===== src/rtl/uart_rx_param.sv =====
// uart_rx_param: parametrised UART receive engine with synchroniser, false-start rejection,
// parity/framing/overrun flags and a valid/ready output register. Optional: UART_RX_MAJORITY_VOTE_EN.
module uart_rx_param #(
    parameter int CLKS_PER_BIT = 434,
    parameter int DATA_BITS    = 8,
    parameter int PARITY       = 0,
    parameter int STOP_BITS    = 1,
    parameter int MSB_FIRST    = 0
) (
    input  logic                 clk,
    input  logic                 rst,
    input  logic                 rx_in,
    input  logic                 rx_enable,
    output logic [DATA_BITS-1:0] rx_data,
    output logic                 rx_valid,
    input  logic                 rx_ready,
    output logic                 parity_err,
    output logic                 frame_err,
    output logic                 overrun,
    output logic                 busy
);
    localparam int BAUD_W = $clog2(CLKS_PER_BIT);
    localparam int CNT_W  = $clog2(DATA_BITS + 1);

    localparam logic [BAUD_W-1:0] HALF_M1   = BAUD_W'(CLKS_PER_BIT / 2 - 1);
    localparam logic [BAUD_W-1:0] FULL_M1   = BAUD_W'(CLKS_PER_BIT - 1);
    localparam logic [CNT_W-1:0]  LAST_DATA = CNT_W'(DATA_BITS - 1);
    localparam logic [CNT_W-1:0]  LAST_STOP = CNT_W'(STOP_BITS - 1);
    localparam logic              PAR_ODD   = (PARITY == 1);
    localparam logic              PAR_EN    = (PARITY != 0);

    typedef enum logic [2:0] {
        S_IDLE,
        S_START,
        S_DATA,
        S_PARITY,
        S_STOP
    } state_t;

    state_t               state_q, state_d;
    logic [BAUD_W-1:0]    baud_q, baud_d;
    logic [CNT_W-1:0]     bit_q, bit_d;
    logic                 par_acc_q, par_acc_d;
    logic                 ferr_q, ferr_d;
    logic                 sync1_q, sync2_q, prev_q;
    logic [DATA_BITS-1:0] shift_q;
    logic                 shift_en;
    logic                 frame_done;
    logic                 sample;
    logic                 start_edge;
    logic                 par_err_next;

    logic [DATA_BITS-1:0] rx_data_q;
    logic                 rx_valid_q;
    logic                 parity_err_q;
    logic                 frame_err_q;
    logic                 overrun_q;

`ifdef UART_RX_MAJORITY_VOTE_EN
    function automatic logic maj3(input logic a, input logic b, input logic c);
        return (a & b) | (a & c) | (b & c);
    endfunction

    // prev_q / sync2_q / sync1_q are the line at target-1, target and target+1 as seen
    // from the sample cycle, so the vote needs no extra latency.
    assign sample = maj3(prev_q, sync2_q, sync1_q);
`else
    assign sample = sync2_q;
`endif

    assign start_edge   = prev_q & ~sync2_q;
    assign par_err_next = PAR_EN & (par_acc_q != PAR_ODD);

    always_ff @(posedge clk or negedge rst) begin
        if (!rst) begin
            sync1_q <= 1'b1;
            sync2_q <= 1'b1;
            prev_q  <= 1'b1;
        end else begin
            sync1_q <= rx_in;
            sync2_q <= sync1_q;
            prev_q  <= sync2_q;
        end
    end

    always_ff @(posedge clk or negedge rst) begin
        if (!rst) begin
            state_q   <= S_IDLE;
            baud_q    <= '0;
            bit_q     <= '0;
            par_acc_q <= 1'b0;
            ferr_q    <= 1'b0;
        end else begin
            state_q   <= state_d;
            baud_q    <= baud_d;
            bit_q     <= bit_d;
            par_acc_q <= par_acc_d;
            ferr_q    <= ferr_d;
        end
    end

    always_comb begin
        state_d    = state_q;
        baud_d     = baud_q + 1'b1;
        bit_d      = bit_q;
        par_acc_d  = par_acc_q;
        ferr_d     = ferr_q;
        shift_en   = 1'b0;
        frame_done = 1'b0;
        unique case (state_q)
            S_IDLE: begin
                baud_d    = '0;
                bit_d     = '0;
                par_acc_d = 1'b0;
                ferr_d    = 1'b0;
                if (rx_enable && start_edge) begin
                    state_d = S_START;
                end
            end
            S_START: begin
                if (baud_q == HALF_M1) begin
                    baud_d  = '0;
                    state_d = sample ? S_IDLE : S_DATA;
                end
            end
            S_DATA: begin
                if (baud_q == FULL_M1) begin
                    baud_d    = '0;
                    shift_en  = 1'b1;
                    par_acc_d = par_acc_q ^ sample;
                    if (bit_q == LAST_DATA) begin
                        bit_d   = '0;
                        state_d = PAR_EN ? S_PARITY : S_STOP;
                    end else begin
                        bit_d = bit_q + 1'b1;
                    end
                end
            end
            S_PARITY: begin
                if (baud_q == FULL_M1) begin
                    baud_d    = '0;
                    par_acc_d = par_acc_q ^ sample;
                    state_d   = S_STOP;
                end
            end
            S_STOP: begin
                if (baud_q == FULL_M1) begin
                    baud_d = '0;
                    ferr_d = ferr_q | ~sample;
                    // Leaving at mid-stop lets a start bit right after the stop bit be caught.
                    if (bit_q == LAST_STOP) begin
                        frame_done = 1'b1;
                        state_d    = S_IDLE;
                    end else begin
                        bit_d = bit_q + 1'b1;
                    end
                end
            end
            default: state_d = S_IDLE;
        endcase
        if (state_q != S_IDLE && !rx_enable) begin
            state_d    = S_IDLE;
            baud_d     = '0;
            shift_en   = 1'b0;
            frame_done = 1'b0;
        end
    end

    // Shift register is fully overwritten before every use, so it carries no reset.
    always_ff @(posedge clk) begin
        if (shift_en) begin
            if (MSB_FIRST != 0) begin
                shift_q <= {shift_q[DATA_BITS-2:0], sample};
            end else begin
                shift_q <= {sample, shift_q[DATA_BITS-1:1]};
            end
        end
    end

    always_ff @(posedge clk or negedge rst) begin
        if (!rst) begin
            rx_data_q    <= '0;
            rx_valid_q   <= 1'b0;
            parity_err_q <= 1'b0;
            frame_err_q  <= 1'b0;
            overrun_q    <= 1'b0;
        end else if (frame_done) begin
            rx_data_q    <= shift_q;
            rx_valid_q   <= 1'b1;
            parity_err_q <= par_err_next;
            frame_err_q  <= ferr_d;
            overrun_q    <= rx_valid_q & ~rx_ready;
        end else if (rx_valid_q && rx_ready) begin
            rx_valid_q   <= 1'b0;
            parity_err_q <= 1'b0;
            frame_err_q  <= 1'b0;
            overrun_q    <= 1'b0;
        end
    end

    assign rx_data    = rx_data_q;
    assign rx_valid   = rx_valid_q;
    assign parity_err = parity_err_q;
    assign frame_err  = frame_err_q;
    assign overrun    = overrun_q;
    assign busy       = (state_q != S_IDLE);

endmodule


===== config.mk =====
export PLATFORM = sky130hd
export DESIGN_NAME = uart_rx_param
export DESIGN_NICKNAME = d
export VERILOG_FILES = /design/src/rtl/uart_rx_param.sv
export SDC_FILE = /design/constraint.sdc
export NUM_CORES = 1
export LEC_CHECK = 0
export BUFFER_PORTS_ARGS = -buffer_cell sky130_fd_sc_hd__buf_4
export CAP_MARGIN = 20
export CORE_UTILIZATION = 53
export DETAILED_ROUTE_END_ITERATION = 12
export PLACE_DENSITY = 0.73
export SETUP_SLACK_MARGIN = 0.05
export SLEW_MARGIN = 20
export SYNTH_ARGS = -nofsm -noshare
export SYNTH_HDL_FRONTEND = slang
export SYNTH_SLANG_ARGS = --single-unit
export TNS_END_PERCENT = 1

===== constraint.sdc =====
create_clock -name clk -period 2.09 [get_ports clk]
set_input_delay 0.209 -clock clk [delete_from_list [all_inputs] [get_ports clk]]
set_output_delay 0.209 -clock clk [all_outputs]
set_load 0.01 [all_outputs]

== Word level (Yosys, flattened, before mapping) ==
Index checks and enable logic that the tools add are counted.
Word-level totals
  input bits: 5
  output and inout port bits: 13
  bits in registers: 40
  word-level logic and storage cells: 82
Operators by class
  bitwise operators: 5
  add/subtract/negate cells: 2
  muxes and demuxes: 33
  eq/ne operators: 17
  reduce and logical (&&, ||, !) cells: 12
Operators by type and width (count)
  9-bit two-way mux: 3
  9-bit case mux with 3 select lines: 1
  3-bit two-way mux: 8
  3-bit != test, second input constant: 7
  4-bit two-way mux: 4
  3-bit case mux with 5 select lines: 1
  1-bit two-way mux: 13
  4-bit case mux with 3 select lines: 1
  9-bit by 1-bit adder with 9-bit output, second input constant: 1
  9-bit by 8-bit == test with 1-bit output, second input constant: 1
  9-bit == test, second input constant: 1
  7-bit AND reduction: 1
  3-bit by 2-bit == test with 1-bit output, second input constant: 2
  2-bit != test, second input constant: 3
  3-bit nonzero test: 2
  4-bit by 1-bit adder with 4-bit output, second input constant: 1
  4-bit by 3-bit == test with 1-bit output, second input constant: 1
  4-bit zero test: 1
  4-bit AND reduction: 1
  3-bit by 1-bit == test with 1-bit output, second input constant: 1
  3-bit == test, second input constant: 1
  1-bit logical AND: 3
  3-bit zero test: 1
  3-bit OR reduction: 1
  7 further kinds: 9

== Longest topological paths before layout ==
Gate-level depths: netlist of the first run.
  word-level depth: 6
  mapped depth: 7
  gate-level depth less buffers: 6

== Worst setup path after synthesis of the first run ==
No wires, ideal clock.
  kind: register to register
  from: register baud_q[1]
  to: register shift_q[0], enable pin
  setup slack: 0.119 ns
  arrival time: 1.588 ns
  period minus slack after synthesis: 1.971 ns
  cell stages (with the launch flop): 6
  path buffers: 0
  data required time: 1.707 ns
  cell sequence: dfrtp_1 > inv_1 > ha_1 > and4bb_4 > nand2_2 > nor3_1
On the way
  cells in the longest elaborated chain, start to end: 4
Ends and longest elaborated chain
  start, declared: line 41  | logic [BAUD_W-1:0] baud_q, baud_d;
  start signal, assigned: line 95  | baud_q <= baud_d;
  9-bit == test: line 127  | if (baud_q == FULL_M1) begin
  1-bit two-way mux: line 127
  1-bit two-way mux: line 110  | unique case (state_q)
  1-bit two-way mux: line 161  | if (state_q != S_IDLE && !rx_enable) begin
  named net shift_en: line 47  | logic shift_en;
  end signal, assigned: line 173  | shift_q <= {shift_q[DATA_BITS-2:0], sample};
  end signal, assigned: line 175  | shift_q <= {sample, shift_q[DATA_BITS-1:1]};
  end, declared: line 46  | logic [DATA_BITS-1:0] shift_q;
The timed path passes the listed nets, and every way through them passes these cells.
A chain may end at the register's enable or synchronous reset.

== Final worst setup path of the first run ==
  from: register bit_q[0]
  to: register rx_data_q[3] (netlist: rx_data[3])
On the way
  cells in the longest elaborated chain, start to end: 5
Ends and longest elaborated chain
  start, declared: line 42  | logic [CNT_W-1:0] bit_q, bit_d;
  start signal, assigned: line 96  | bit_q <= bit_d;
  4-bit zero test: line 151  | if (bit_q == LAST_STOP) begin
  1-bit two-way mux: line 151
  1-bit two-way mux: line 147  | if (baud_q == FULL_M1) begin
  1-bit two-way mux: line 110
  1-bit two-way mux: line 161
  end signal, assigned: line 188  | rx_data_q <= shift_q;
  end, declared: line 53  | logic [DATA_BITS-1:0] rx_data_q;
No other way between the ends.

==> results.md, run 1 <==
* Hold_ws at 0.0259 ns
* Vias per Instance at 5.63
* Vias at between 1000 and 1500
* CTS buffer count at 5
* Worst setup SP type: register
* Clock Latency Late Sink at 0.28 ns
* Status: completed
* Max clock buf depth at 2
* H-tree depth at 2
* Setup Viol. Count Final at 0
* Initial core utilization at 0.575
* Clock Sink Count at 39
* Final instance area at 0.00221 mm²
* Max-Cap Viols at 0
* Root Buffer: clkbuf_8
* Reg clk slew, reported paths at 0.07 ns
* Initial antenna violation count at 0
* Min Tclk post-route at between 1.5 and 2 ns
* Fin Setup TNS at 0 ns
* Crit path kind: register to register
* Ys async rst share at 0.795
* Core box area at approximately 0.0034 mm²
* CTS tree: built
* Synth unique cells at 54
* Period utilization at 0.875
* Avg Cell Area, Syn at 11.4 µm²
* Drt total wl at between 3 and 4 mm
* CP Max Fanout at 13
* EDFF count, synth at 8
* Commonest non-fill, non-tap cell in the layout: dfrtp_1
* Crit path largest cell delay at 0.41 ns
* Util after Layout at 0.643
* Vias in the first global route at 1351
* Syn Inst Count at 174
* Layout cells sized above 1 at 0.241
* Drt initial violations at 26
* Slowest cell on the critical path: dfrtp_1
* Die ar. at approximately 0.004 mm²
* Total power at 0.00146 W
* NumNets Final at 204
* I/O Buffers at 16
* Seq/Total Area, Yosys at 0.515
* Layout area overhead at 11.8%
* Synth warn at 0
* Horiz. Die Dim at 63.1 µm
* Lkg Pwr at 0.976 nW
* Cell Rows at 21
* Most frequent cells in the layout: 28 x dfrtp_1, 19 x buf_4, 16 x nor2_1
* First-pass GRT wire length at 6.11 mm
* CP Data Arrival Time at 2.00 ns
* Setup Skew at about 0.0032 ns
* Crit path cell chain: inv_1 > ha_1 > nor3b_1 > nand4_2 > buf_4 > mux2_4
* Routed WL per cell at 14.7 µm
* DP Wirelength at about 2.6 mm
* Placed Instance Area at 0.00211 mm²
* Drc violations at 0
* Overall Global Routing Usage at 0.200
* Net Count, Synth at 184
* Gpl congestion at 0.846
* Antenna-violating nets left at 0
* Die H at 63.1 µm
* Maximum VDD drop at about 0.00053 V
* RSZ-0062 raised after global routing: no
* DR pass1 iterations at 4
* Worst endpoint required time at 2.26 ns
* Total gr overflow at 0
* CP Capture Type: register
* Mapped Area at 0.00198 mm²
* Ys flop type: dfrtp_1
* PD cells at 660 mW/mm²
* Fin. Hold Viols at 0
* Antenna fix cells at 0
* Max Clk Rate at 0.547 GHz
* # IOs at 18
* Seq cells post-synth at 39
* Tightest Hold Check Type: input port to register
* Pin count of the biggest net entering global routing at 32
* Fin. max-slew vios at 0
state kept, by name, indices dropped and copies added (netlist names):
name       cells
sample         1
bit_q          4
baud_q         9
sync1_q        1
state_q        3
rx_valid       1
prev_q         1
ferr_q         1
frame_err      1
shift_q        8
overrun        1
rx_data        8
timing repair:
action | 4_1_cts | 5_1_grt
buffers inserted | 0 | 0
resized for setup | 0 | 0
endpoints found under the hold margin | 28 | 0
hold buffers | 1 | 0
where the power goes:
group	internal [W]	switching [W]
sequential	0.000794	0.0000333
clock	0.000232	0.000255
combinational	0.0000575	0.0000885
worst paths after layout:
kind,from,endpoint,slack (ns),cells past startpoint
min,rx_in,sync1_q,0.03,1
max reg2reg,bit_q[0],rx_data[3],0.26,6
min in group asynchronous,rst,state_q[2],0.38,2
max in group asynchronous,rst,sync1_q,1.39,2
max,bit_q[0],rx_data[3],0.26,6
min reg2reg,sync1_q,sample,0.37,0
critical path, delay by kind of cell, from the launching register on:
family,cells,cell delay (ns)
mux,1,0.31
simple gates,2,0.51
buf+inv,2,0.32
fa+ha+maj,1,0.16
flops,1,0.41
metal layers:
layer	wire (µm)	vias to the layer above	GRT usage
met5	0	-	0
met4	32	0	0.0640
met3	120	5	0.0453
met2	1760	24	0.328
met1	1640	669	0.263
li1	-	658	-
synthesized netlist by cell type (3+ instances only):
library cell / number / share of area
buf_6: 4 / 0.023
and2_1: 3 / 0.0095
mux2_2: 3 / 0.017
nor3_1: 4 / 0.010
inv_1: 13 / 0.025
xnor2_1: 6 / 0.027
nand2_1: 10 / 0.019
dfstp_2: 3 / 0.040
ha_1: 5 / 0.032
a21oi_1: 7 / 0.018
nor2_1: 16 / 0.030
mux2_4: 5 / 0.038
o21ai_0: 6 / 0.015
edfxtp_1: 8 / 0.12
nand3_1: 7 / 0.018
dfrtp_1: 28 / 0.35
layout make-up:
type / instances / area, µm²
clock inverter: 3 / 20.0
timing repair buffer: 20 / 153
inverter: 13 / 48.8
fill: 274 / 1230
sequential: 39 / 1020
clock buffer: 5 / 68.8
tap: 46 / 57.6
multi-input combinational: 115 / 845
cell families after synthesis:
| logic type | synth area share |
|---|---|
| flip-flops | 0.515 |
| buffers and inverters | 0.0576 |
| other | 0.00190 |
| XOR/XNOR | 0.0354 |
| AND/OR/NAND/NOR | 0.161 |
| multiplexers | 0.0550 |
| AO/OA/AOI/OAI | 0.142 |
| adder cells (fa/ha/maj) | 0.0316 |
per-stage QoR:
| stage | setup slack (ns) | instances |
|---|---|---|
| global placement | 0.337 | 232 |
| global route | 0.127 | 241 |
| CTS | 0.272 | 241 |
| floorplan | 0.119 | 174 |
| detailed placement | 0.278 | 232 |
| finish | 0.261 | 241 |
Note: power is estimated with default switching activity, not from simulation.
==> run 2, diff against run 1 <==
--- a/config.mk
+++ b/config.mk
@@ -7,7 +7,7 @@
 export LEC_CHECK = 0
 export BUFFER_PORTS_ARGS = -buffer_cell sky130_fd_sc_hd__buf_4
 export CAP_MARGIN = 20
-export CORE_UTILIZATION = 53
+export CORE_UTILIZATION = 55
 export DETAILED_ROUTE_END_ITERATION = 12
 export PLACE_DENSITY = 0.73
 export SETUP_SLACK_MARGIN = 0.05
==> constraint.sdc (replaced) <==
create_clock -name clk -period 2.1 [get_ports clk]
set_input_delay 0.21 -clock clk [delete_from_list [all_inputs] [get_ports clk]]
set_output_delay 0.21 -clock clk [all_outputs]
set_load 0.01 [all_outputs]
==> run 2 against run 1 <==
Effect of this change:
- non-clock buffer count rose by 1
- design area fell by 1.1%
- total power fell by 8.5%
- clock skew rose by 0.014 ns
- sequential power fell by 0.6%
- clock power fell by 24%
- count of clock-buffer cells in the layout rose by 1
- setup slack barely moved
- wire length fell by 2.6%
- largest cell class unchanged
==> results.md, run 2 (synthesized netlist as in run 1, its figures left out) <==
* Horiz. Die Dim at 62.0 µm
* Crit path largest cell delay at 0.43 ns
* Multi-input logic area at 845 µm²
* Slowest cell on the critical path: dfrtp_1
* Overall Global Routing Usage at 0.207
* Max reg flops at 9
* Worst Hold Endpoint: rx_valid
* Layout area overhead at 10.6%
* I/O Buffers at 16
* Total gr overflow at 0
* CP Capture Type: register
* First-pass GRT wire length at 5.62 mm
* CTS buffer count at 5
* Status: completed
* Core box area at 0.00339 mm²
* Worst setup SP type: register
* Fin Setup TNS at 0 ns
* Maximum VDD drop at 0.000442 V
* Routed WL per cell at approximately 14 µm
* Crit path kind: register to register
* Max Clk Rate at about 0.54 GHz
* Commonest non-fill, non-tap cell in the layout: dfrtp_1
* Initial core utilization at 0.584
* Setup Skew at 0.0174 ns
* Cell Rows at 21
* Most frequent cells in the layout: 28 x dfrtp_1, 19 x buf_4, 16 x nor2_1
* Die H at 62.0 µm
* Layout cells sized above 1 at 0.235
* Fin. max-slew vios at 0
* Gpl congestion at 0.831
* Reg clk slew, reported paths at ~0.11 ns
* Util after Layout at 0.645
* H-tree depth at 2
* Hold path start: rx_ready
* Worst endpoint required time at 2.33 ns
* DP Wirelength at 2.49 mm
* Most flop-heavy register: baud_q
* Max-Cap Viols at 0
* CTS tree: built
* # IOs at 18
* Crit path cell chain: inv_1 > ha_1 > nor3b_1 > nand4_2 > buf_4 > mux2_4
* Antenna fix cells at 0
* Lkg Pwr at about 0.97 nW
* CP Data Arrival Time at 2.07 ns
* NumNets Final at roughly 210
* Pin count of the biggest net entering global routing at 32
* Drc violations at 0
* Root Buffer: clkbuf_4
* Tightest Hold Check Type: input port to register
* Fin. Hold Viols at 0
* FF/Latch Area at 0.00102 mm²
* Max clock buf depth at 2
* Die ar. at 0.00384 mm²
* Initial antenna violation count at 0
* Setup Viol. Count Final at 0
* Critical R2R Capture: rx_data[4]
* Worst reg2reg path startpoint: bit_q[0]
* DR pass1 iterations at 4
* Antenna-violating nets left at 0
* Clock Latency Late Sink at 0.34 ns
* Total power at 0.00134 W
* Drt initial violations at 109
* PD cells at 611 mW/mm²
* Clock Sink Count at 39
* R2R Setup Slk at 0.26 ns
* Number of fill cells in the layout at between 200 and 300
* Worst r2r path cells at 6
* WHS Path Cells at 2
* Min Tclk post-route at 1.84 ns
* RSZ-0062 raised after global routing: no
* CP Max Fanout at 13
* Vias at 1344
* Period utilization at 0.876
* Vias per Instance at 5.55
* Post-CTS setup buffer count at 0
* Drt total wl at 3.46 mm
* Vias in the first global route at 1234
* Hold_ws at 0.0402 ns
run 2: changes by cell type in the layout (fill, tap and decap cells not counted), sizes merged:
cell and change:
clkinvlp -1, clkbuf +1, dlygate4sd3 +1
run 2: metrics by stage:
step	std cells	setup slack, ns	instance area [µm²]
5_1_grt	242	0.153	2190
6_report	242	0.261	2190
2_1_floorplan	174	0.129	1980
3_3_place_gp	232	0.334	2110
3_5_place_dp	232	0.279	2110
4_1_cts	242	0.258	2190
run 2: worst max-delay path: cells and delay by family (launching register included):
family	cells	cell delay (ns)
AND/OR/NAND/NOR	2	0.51
buffers and inverters	2	0.31
multiplexers	1	0.31
flip-flops	1	0.43
adder cells (fa/ha/maj)	1	0.17
run 2: power by group:
group          total [W]  switching (W)  internal [W]
clock           0.000368       0.000239      0.000129
combinational   0.000147      0.0000890     0.0000579
sequential      0.000822      0.0000314      0.000790
run 2: worst max path at each step:
| stage | from | end | slack, ns | depth (start not counted) |
|---|---|---|---|---|
| after floorplan | baud_q[1] | shift_q[0] | 0.13 | 5 |
| after global placement | bit_q[0] | rx_data[6] | 0.33 | 6 |
| after detailed placement | bit_q[0] | rx_data[4] | 0.28 | 6 |
| after CTS | bit_q[0] | rx_data[6] | 0.26 | 6 |
| after global routing | state_q[2] | busy | 0.15 | 3 |
| final | bit_q[0] | rx_data[4] | 0.26 | 6 |
run 2: per-layer routing:
layer,up-vias,track usage,wire (µm)
met5,-,0,0
met4,0,0.0603,29
met3,4,0.0725,140
met2,34,0.307,1600
met1,646,0.286,1680
li1,660,-,-
run 2: final cells by class:
| class | instances | area share |
|---|---|---|
| sequential | 39 | 0.466 |
| multi-input combinational | 115 | 0.386 |
| timing repair buffer | 21 | 0.0744 |
| tap | 46 | 0.0263 |
| inverter | 13 | 0.0223 |
| clock buffer | 6 | 0.0189 |
| clock inverter | 2 | 0.00572 |
run 2: what timing repair did:
item / 4_1_cts / 5_1_grt
hold buffers: 2 / 0
resized for setup: 0 / 0
endpoints found under the hold margin: 29 / 0
==> run 3, diff against run 2 <==
--- a/config.mk
+++ b/config.mk
@@ -7,9 +7,11 @@
 export LEC_CHECK = 0
 export BUFFER_PORTS_ARGS = -buffer_cell sky130_fd_sc_hd__buf_4
 export CAP_MARGIN = 20
-export CORE_UTILIZATION = 55
+export CORE_MARGIN = 2
+export CORE_UTILIZATION = 58
 export DETAILED_ROUTE_END_ITERATION = 12
-export PLACE_DENSITY = 0.73
+export PLACE_DENSITY = 0.76
+export RECOVER_POWER = 25
 export SETUP_SLACK_MARGIN = 0.05
 export SLEW_MARGIN = 20
 export SYNTH_ARGS = -nofsm -noshare
==> run 3 against run 2 <==
Effect of this change:
- wire length up 2.3%
- highest routed layer unchanged
- utilization up 2.3 points
- first-iteration DRC count down 15%
==> results.md, run 3 (synthesized netlist as in run 1, its figures left out) <==
* Antenna fix cells at 0
* First-pass GRT wire length at 6.31 mm
* Max clock buf depth at 2
* Vias at between 1000 and 1500
* Initial core utilization at 0.598
* DP Wirelength at 2.53 mm
* Worst r2r path cells at 6
* Clock Latency Late Sink at around 0.34 ns
* Antenna-violating nets left at 0
* Worst-margin pin slew at between 0.7 and 0.8 ns
* Worst setup SP type: register
* RSZ-0062 raised after global routing: no
* Maximum VDD drop at approximately 0.0006 V
* Gpl congestion at 0.867
* Routed WL per cell at 14.6 µm
* Final instance area at 0.00221 mm²
* Core box area at 0.00331 mm²
* Hold-fix buffers, CTS at 2
* CTS tree: built
* Die H at 62.4 µm
* Period utilization at 0.914
* Crit path kind: register to register
* Status: completed
* CP Data Arrival Time at 2.15 ns
* Layout area overhead at 11.8%
* Setup Viol. Count Final at 0
* Post-cts sizing count at 0
* Total power at 0.00147 W
* Max Clk Rate at 0.521 GHz
* Reg clk slew, reported paths at 0.13 ns
* CTS buffer count at 5
* I/O Buffers at 16
* Layout cells sized above 1 at 0.235
* Tightest Hold Check Type: input port to register
* # IOs at 18
* Fin. Hold Viols at 0
* H-tree depth at 2
* Max reg flops at 9
* Fin Setup TNS at 0 ns
* CP Max Fanout at 13
* Fin. max-slew vios at 0
* Root Buffer: clkbuf_4
* Drt initial violations at 93
* Cell Rows at 21
* Relative slew slack at 0.498
* Commonest non-fill, non-tap cell in the layout: dfrtp_1
* Lkg Pwr at approximately 0.98 nW
* Horiz. Die Dim at roughly 62 µm
* Drc violations at 0
* Worst endpoint required time at 2.33 ns
* Die ar. at between 0.003 and 0.004 mm²
* PD cells at about 660 mW/mm²
* Most flop-heavy register: baud_q
* Final worst slack at between 0.15 and 0.2 ns
* Number of fill cells in the layout at 269
* CP Capture Type: register
* Post-CTS setup buffer count at 0
* Vias in the first global route at 1370
* DR pass1 iterations at 4
* Drt total wl at 3.54 mm
* NumNets Final at 205
* Clock Sink Count at 39
* Most frequent cells in the layout: 28 x dfrtp_1, 17 x buf_4, 16 x nor2_1
* Worst slack at placement at 0.251 ns
* Overall Global Routing Usage at 0.203
* Setup Skew at approximately 0.018 ns
* WHS Path Cells at 2
* Min Tclk post-route at about 1.9 ns
* Placed Instance Area at around 0.0021 mm²
* Vias per Instance at 5.74
* Initial antenna violation count at 0
* Pin count of the biggest net entering global routing at 32
* Max-Cap Viols at 0
* Total gr overflow at 0
run 3: layout make-up:
class                           instances  area (µm²)  area share
Multi-Input combinational cell        115         845       0.382
Timing Repair Buffer                   21         160      0.0724
Clock buffer                            5        37.5      0.0170
Inverter                               13        48.8      0.0221
Tap cell                               46        57.6      0.0260
Sequential cell                        39        1020       0.461
Clock inverter                          3        43.8      0.0198
run 3: power by group:
group	leakage, nW	total (W)	internal (W)	switching (W)
clock	0.0452	0.000502	0.000251	0.000251
combinational	0.450	0.000145	0.0000578	0.0000876
sequential	0.489	0.000823	0.000790	0.0000330
run 3: layer usage:
| layer | share of wire | track usage | wire [µm] | up-vias |
|---|---|---|---|---|
| met5 | 0 | 0 | 0 | - |
| met4 | 0.016 | 0.0389 | 56 | 0 |
| met3 | 0.056 | 0.0432 | 199 | 7 |
| met2 | 0.49 | 0.329 | 1730 | 45 |
| met1 | 0.44 | 0.286 | 1550 | 679 |
| li1 | - | - | - | 659 |
run 3: metrics by stage:
| stage | hold slack (ns) | utilization | cells |
|---|---|---|---|
| 2_1_floorplan | -0.0856 | - | 174 |
| 3_3_place_gp | 0.159 | 0.638 | 232 |
| 3_5_place_dp | 0.167 | 0.638 | 232 |
| 4_1_cts | 0.0294 | 0.669 | 242 |
| 5_1_grt | 0.0310 | 0.668 | 242 |
| 6_report | 0.0506 | 0.668 | 242 |
run 3: final timing paths:
kind / slack (ns) / endpoint / start
hold reg to reg: 0.37 / sample / sync1_q
max in group asynchronous: 1.15 / ferr_q / rst
hold / removal: 0.05 / rx_valid / rx_ready
min in group asynchronous: 0.46 / bit_q[3] / rst
setup / recovery: 0.18 / rx_data[7] / bit_q[0]
setup reg to reg: 0.18 / rx_data[7] / bit_q[0]
run 3: worst max-delay path, stage by stage (launching register included):
cell and delay, ns:
dfrtp_1 0.44, inv_1 0.10, ha_1 0.16, nor3b_1 0.42, nand4_2 0.16, buf_4 0.22
mux2_4 0.31
